$ cat src/rtl/hazard_unit.sv
// Hazard and halt controller for the five-stage pipeline: load-use, BR register,
// branch-flag stalls and the HLT drain into a sticky halted state.
module hazard_unit (
  input  logic        clk,
  input  logic        rst,
  input  logic [3:0]  Rs_ID,
  input  logic [3:0]  Rt_ID,
  input  logic        UsesRs_ID,
  input  logic        UsesRt_ID,
  input  logic        Branch_ID,
  input  logic        BranchReg_ID,
  input  logic        BranchTaken_ID,
  input  logic        Halt_ID,
  input  logic        MemRead_EX,
  input  logic        RegWrite_EX,
  input  logic        FlagWrite_EX,
  input  logic [3:0]  Rd_EX,
  input  logic        RegWrite_MEM,
  input  logic [3:0]  Rd_MEM,
  input  logic        MemStall,
  output logic        PCWrite,
  output logic        IFID_Write,
  output logic        IFID_Flush,
  output logic        IDEX_Bubble,
  output logic        Halted,
  output logic [15:0] StallCount
);

  typedef enum logic [1:0] {RUN, DRAIN, HALTED} state_t;

  state_t     state, stateNext;
  logic [1:0] drainCnt, drainCntNext;
  logic       loadUse, brReg, brFlag, stall;
  logic       rdExLive, rdMemLive;

  // Register 0 never carries a dependence.
  assign rdExLive  = (Rd_EX  != 4'd0);
  assign rdMemLive = (Rd_MEM != 4'd0);

  assign loadUse = MemRead_EX & rdExLive &
                   ((UsesRs_ID & (Rd_EX == Rs_ID)) | (UsesRt_ID & (Rd_EX == Rt_ID)));
  assign brReg   = BranchReg_ID &
                   ((RegWrite_EX  & rdExLive  & (Rd_EX  == Rs_ID)) |
                    (RegWrite_MEM & rdMemLive & (Rd_MEM == Rs_ID)));
  assign brFlag  = Branch_ID & FlagWrite_EX;
  assign stall   = loadUse | brReg | brFlag;

  always_comb begin
    stateNext    = state;
    drainCntNext = drainCnt;
    PCWrite      = 1'b0;
    IFID_Write   = 1'b0;
    IFID_Flush   = 1'b0;
    IDEX_Bubble  = 1'b0;
    if (rst) begin
      IFID_Flush  = 1'b1;
      IDEX_Bubble = 1'b1;
    end else if (MemStall) begin
      // Pipeline frozen externally: hold everything.
    end else begin
      case (state)
        HALTED: ;
        DRAIN: begin
          IDEX_Bubble  = 1'b1;
          drainCntNext = drainCnt + 2'd1;
          if (drainCnt == 2'd2) stateNext = HALTED;
        end
        default: begin
          if (stall) begin
            IDEX_Bubble = 1'b1;
          end else if (Halt_ID) begin
            IFID_Write   = 1'b1;
            IFID_Flush   = 1'b1;
            stateNext    = DRAIN;
            drainCntNext = 2'd0;
          end else begin
            PCWrite    = 1'b1;
            IFID_Write = 1'b1;
            IFID_Flush = BranchTaken_ID;
          end
        end
      endcase
    end
  end

  always_ff @(posedge clk) begin
    if (rst) begin
      state      <= RUN;
      drainCnt   <= 2'd0;
      Halted     <= 1'b0;
      StallCount <= 16'd0;
    end else if (!MemStall) begin
      state    <= stateNext;
      drainCnt <= drainCntNext;
      // Halted trails the HALTED state by one edge.
      if (state == HALTED) Halted <= 1'b1;
      if (state == RUN && stall && StallCount != 16'hFFFF)
        StallCount <= StallCount + 16'd1;
    end
  end

endmodule

$ cat config.mk
export PLATFORM = sky130hd
export DESIGN_NAME = hazard_unit
export DESIGN_NICKNAME = d
export VERILOG_FILES = /design/src/rtl/hazard_unit.sv
export SDC_FILE = /design/constraint.sdc
export NUM_CORES = 1
export LEC_CHECK = 0
export CAP_MARGIN = 20
export CORE_MARGIN = 4
export CORE_UTILIZATION = 48
export DETAILED_ROUTE_END_ITERATION = 12
export PLACE_DENSITY_LB_ADDON = 0.15
export SYNTH_ARGS = -nofsm -noshare
export SYNTH_HDL_FRONTEND = slang
export SYNTH_SLANG_ARGS = --single-unit
$ cat constraint.sdc
create_clock -name clk -period 6.9 [get_ports clk]
set_clock_uncertainty 0.1 [all_clocks]
set_input_delay 1.38 -clock clk [delete_from_list [all_inputs] [get_ports clk]]
set_output_delay 1.38 -clock clk [all_outputs]
set_load 0.03 [all_outputs]
Yosys cells after proc, flatten, opt, wreduce, memory -nomap -nowiden
Index checks and enable logic that the tools add are counted.

word-level totals
  flip-flop bits (word level) = 21
  latch bits = 0
  RAM bits = 0
  memory bits (read-only) = 0
  bits of input ports = 29
  output and inout bits = 21
  memories kept = 0

operators by class
  add/sub/neg operators = 2
  multiply operators = 0
  divide/modulo/power cells = 0
  order comparisons = 0
  eq/ne operators = 9
  shift-type cells = 0
  multiplexer cells = 25
  bitwise logic cells = 16
  reduce and logical (&&, ||, !) cells = 11

operator list
  operator                                                                 count
  1-bit two-way mux                                                        17
  16-bit by 1-bit adder with 16-bit output, second input constant          1
  16-bit inequality test, second input constant                            1
  4-bit equality test                                                      3
  1-bit bitwise AND                                                        10
  2-bit two-way mux                                                        5
  2-bit case mux with 2 select lines                                       2
  4-bit nonzero test                                                       2
  5-bit AND reduction                                                      1
  2-bit equality test, second input constant                               2
  1-bit bitwise OR                                                         4
  2-bit AND reduction                                                      2
  4-bit AND reduction                                                      1
  2-bit by 1-bit adder with 2-bit output, second input constant            1
  2-bit by 1-bit equality test with 1-bit output, second input constant    1
  1-bit logical AND                                                        2
  2-bit zero test                                                          1
  2-bit by 1-bit inequality test with 1-bit output, second input constant  1
  2-bit inequality test, second input constant                             1
  1-bit inverter                                                           2
  1-bit case mux with 2 select lines                                       1
  2-bit nonzero test                                                       1
  2-bit OR reduction                                                       1

Longest topological paths before layout
  depth in word-level cells = 11
  depth in mapped cells = 9
  gate-level depth less buffers = 7

Worst setup path after synthesis
No wires, ideal clock.

  kind = input port to output port
  start point = input port Rd_EX[0]
  end point = output port PCWrite
  data arrival time = 3.411 ns
  setup slack = 2.009 ns
  cell stages on the path = 8
  cell sequence = or4_4 nand2_1 o22ai_1 a211oi_2 buf_6 buf_6 nand2_1 nor3_1

between the ends
  cells in the longest elaborated chain, start to end = 11

RTL lines
  element                          RTL line  RTL
  start, declared                  17        input logic [3:0] Rd_EX,
  4-bit nonzero test               37        assign rdExLive = (Rd_EX != 4'd0);
  1-bit bitwise AND (2 in a row)   43        ((RegWrite_EX & rdExLive & (Rd_EX == Rs_ID)) |
  1-bit bitwise OR                 43
  1-bit bitwise AND                42        assign brReg = BranchReg_ID &
  1-bit bitwise OR * (2 in a row)  46        assign stall = loadUse | brReg | brFlag;
  1-bit two-way mux *              69        if (stall) begin
  1-bit two-way mux *              61        case (state)
  1-bit two-way mux *              58        end else if (MemStall) begin
  1-bit two-way mux *              55        if (rst) begin
  end, declared                    21        output logic PCWrite,

Mark *: on every way between the ends. The rest lies on a longest branch, timed or not.

Worst setup path in the final report
Ends and elaborated chain as after synthesis.

==> flow_summary.ini <==
[run_status]
status = finished, final reports clean

[clock_tree]
clk_pin_slew_worst_paths_ns = 0.12
cts_hold_buf = 0
clockBufferDepth = 2
cts_num_sinks = 21
cts_resized = 0
cts-htree-levels = 1
cts_tree = yes
cts_setup_buffers = 0
cts_buffers = 3
clk_latency_ns = 0.31
cts_root_buffer = clkbuf_4

[logic_synthesis]
syn_area_sq_um = 1400
synthFlopType = dfxtp_1
synthArstFlopShare_pct = 0
synth.distinct_cells = 37
ys_seq_area_share_pct = 30.0
synth-seq-cells = 21
synthCells = 173
avgSynthCellArea_sq_um = 8.09
yosysWarningCount = 0
synth_enable_flop_cells = 0
synth_nets = 207

[power_and_ir_drop]
power.leakage_nw = 0.661
ir_drop_mv = 0.141
power_density_nw_per_um2 = 127
seq_power_share_pct = 51.0
netSwitchingPower_uw = 67.9
power_uw = 243
switching_share_pct = 28.0
pwr-share-clk_pct = 24.4
p_int_uw = 175
combPwrFrac_pct = 24.6

[timing]
rsz0062_at_grt = no
finalWorstSetupSlack_ns = 1.31
slew_headroom_pct = 75.2
max_freq_mhz = 179
fin_crit_ns = 5.59
finalSetupViolCount = 0
hold_viol_final = 0
final.setup.tns_ns = 0
worst_slew_pin_slew_ns = 0.371
timing.final.crit_share_pct = 81.0
slew_violations = 0

[floorplan]
die_height_um = 62.0
initial_core_util_pct = 50.3
rows = 19
coreArea_sq_um = 2780
die_w_um = 62.0
die-area_sq_um = 3840
boundaryPins = 50

[worst_hold_path]
holdPathEnd = Halted
hp-start = Halted
min_path_cells = 2
hold_path_class = reg2reg

[placed_design]
place_congestion = 0.757
port_buffers = 49
dp_hpwl_mm = 2.83
pre_cts_slack_ns = 1.32

[setup_path]
cp.required_ns = 5.42
r2r-start = StallCount[0]
rr_worst_depth = 8
end_kind = output port
reg2reg_to = StallCount[15]
reg2reg_slack_ns = 4.56
cp_data_arrival_time_ns = 4.11
crit_type = in2out
start_kind = primary input
worst_path_largest_cell_delay_ns = 0.70
cp_slowest_cell = clkdlybuf4s50_1
crit_fanout = 31
crit_path_cell_trace = clkdlybuf4s50_1, or4_4, nand2_1, o22ai_1, a211oi_2, buf_4, nand2_1, nor3_1, clkdlybuf4s50_1
crit_path_start = Rd_EX[0]

[detailed_routing]
routed_wl_mm = 3.70
num_vias = 1481
drc = 0
via_per_inst = 5.92
wl_per_cell_um = 14.8
drtIter0Drc = 66
dr.pass1.iters = 4
ant_nets = 0

[final_layout]
syn_to_final_growth_pct = 36.8
drive_gt1_share_pct = 4.11
antenna_cells = 0
fin_nets = 254
layout_common_cells = clkdlybuf4s50_1, dfxtp_1, nor2_1
layout_commonest_cell = clkdlybuf4s50_1

[grt]
grt_pass1_vias = 1385
grt_first_pass_wirelength_mm = 5.90
overflow = 0
antenna_found_initial = 0
grtUsageMet2_pct = 33.7
met1_usage_pct = 25.2
top_usage_layer = met2
use_met3_pct = 5.17
grt_max_degree = 33
grt_use_total_pct = 20.0

[job]
drv_cap = 0
## flip-flops by register name, summed over array words and instances (netlist names)
signal	count
drainCnt	2
Halted	1
state	2
StallCount	16
## worst max-delay path by stage
stage / endpoint / slack, ns
detailed placement: PCWrite / 1.32
CTS: PCWrite / 1.33
finish: PCWrite / 1.31
global placement: PCWrite / 1.39
floorplan: PCWrite / 2.01
global route: PCWrite / 1.15
## area by class of cell
class | instances | area, sq um
flip-flops and latches | 21 | 420
well taps | 31 | 38.8
inverters | 9 | 33.8
multi-input cells | 133 | 883
clock buffers | 4 | 26.3
fillers | 231 | 866
repair buffers | 52 | 513
## metal layers
layer,wire length [um],up-vias
met5,0,-
met4,68,0
li1,-,730
met1,1620,677
met3,252,11
met2,1770,63
## metrics by stage
step	instances	utilization, %	instance area [sq um]	hold WS, ns
2_1_floorplan	173	-	1400	0.374
3_3_place_gp	246	67.9	1890	0.350
3_5_place_dp	246	67.9	1890	0.360
4_1_cts	250	68.9	1920	0.392
5_1_grt	250	68.9	1920	0.427
6_report	250	68.9	1920	0.400
## synthesized netlist by cell type, drive strengths merged, types with 2 or more instances
| cell type | n | area share [%] |
|---|---|---|
| dfxtp | 21 | 30 |
| clkbuf | 5 | 1.3 |
| nor3 | 4 | 1.4 |
| nand2 | 10 | 2.7 |
| or4 | 9 | 5.1 |
| nand3 | 9 | 3.2 |
| xnor2 | 8 | 5.0 |
| inv | 9 | 2.4 |
| ha | 5 | 4.5 |
| and2 | 3 | 1.3 |
| a21oi | 11 | 3.9 |
| or3 | 3 | 1.3 |
| o31ai | 7 | 3.8 |
| mux2 | 6 | 4.8 |
| o21ai | 7 | 2.5 |
| nand4 | 6 | 2.7 |
| xor2 | 3 | 1.9 |
| a31oi | 4 | 1.8 |
| nor4 | 5 | 2.2 |
| buf | 5 | 3.1 |
| nor2b | 6 | 2.7 |
| nor2 | 14 | 3.8 |
| a211o | 2 | 1.3 |
## critical path: cells and delay by family
family          cells  cell delay (ns)
compound gates      2             0.31
buf+inv             3             1.48
simple gates        4             0.94
## power by group through the flow
stage | sequential, mW | clock (mW) | combinational, mW
3_5_place_dp | 0.127 | 0 | 0.0593
3_3_place_gp | 0.126 | 0 | 0.0572
4_1_cts | 0.124 | 0.0610 | 0.0595
6_report | 0.124 | 0.0593 | 0.0597
2_1_floorplan | 0.127 | 0 | 0.0321
5_1_grt | 0.124 | 0.0672 | 0.0650
## kinds of logic (layout without fill, tap and decap cells)
family	count (synthesis)	after routing	share of synthesized area (%)
AND/OR/NAND/NOR	73	73	28.8
AO/OA/AOI/OAI	38	38	18.1
flip-flops	21	21	30.0
buffers and inverters	19	65	6.88
XOR/XNOR	11	11	6.88
multiplexers	6	6	4.83
adder cells (fa/ha/maj)	5	5	4.47
Power figures use the tool's default switching activity.
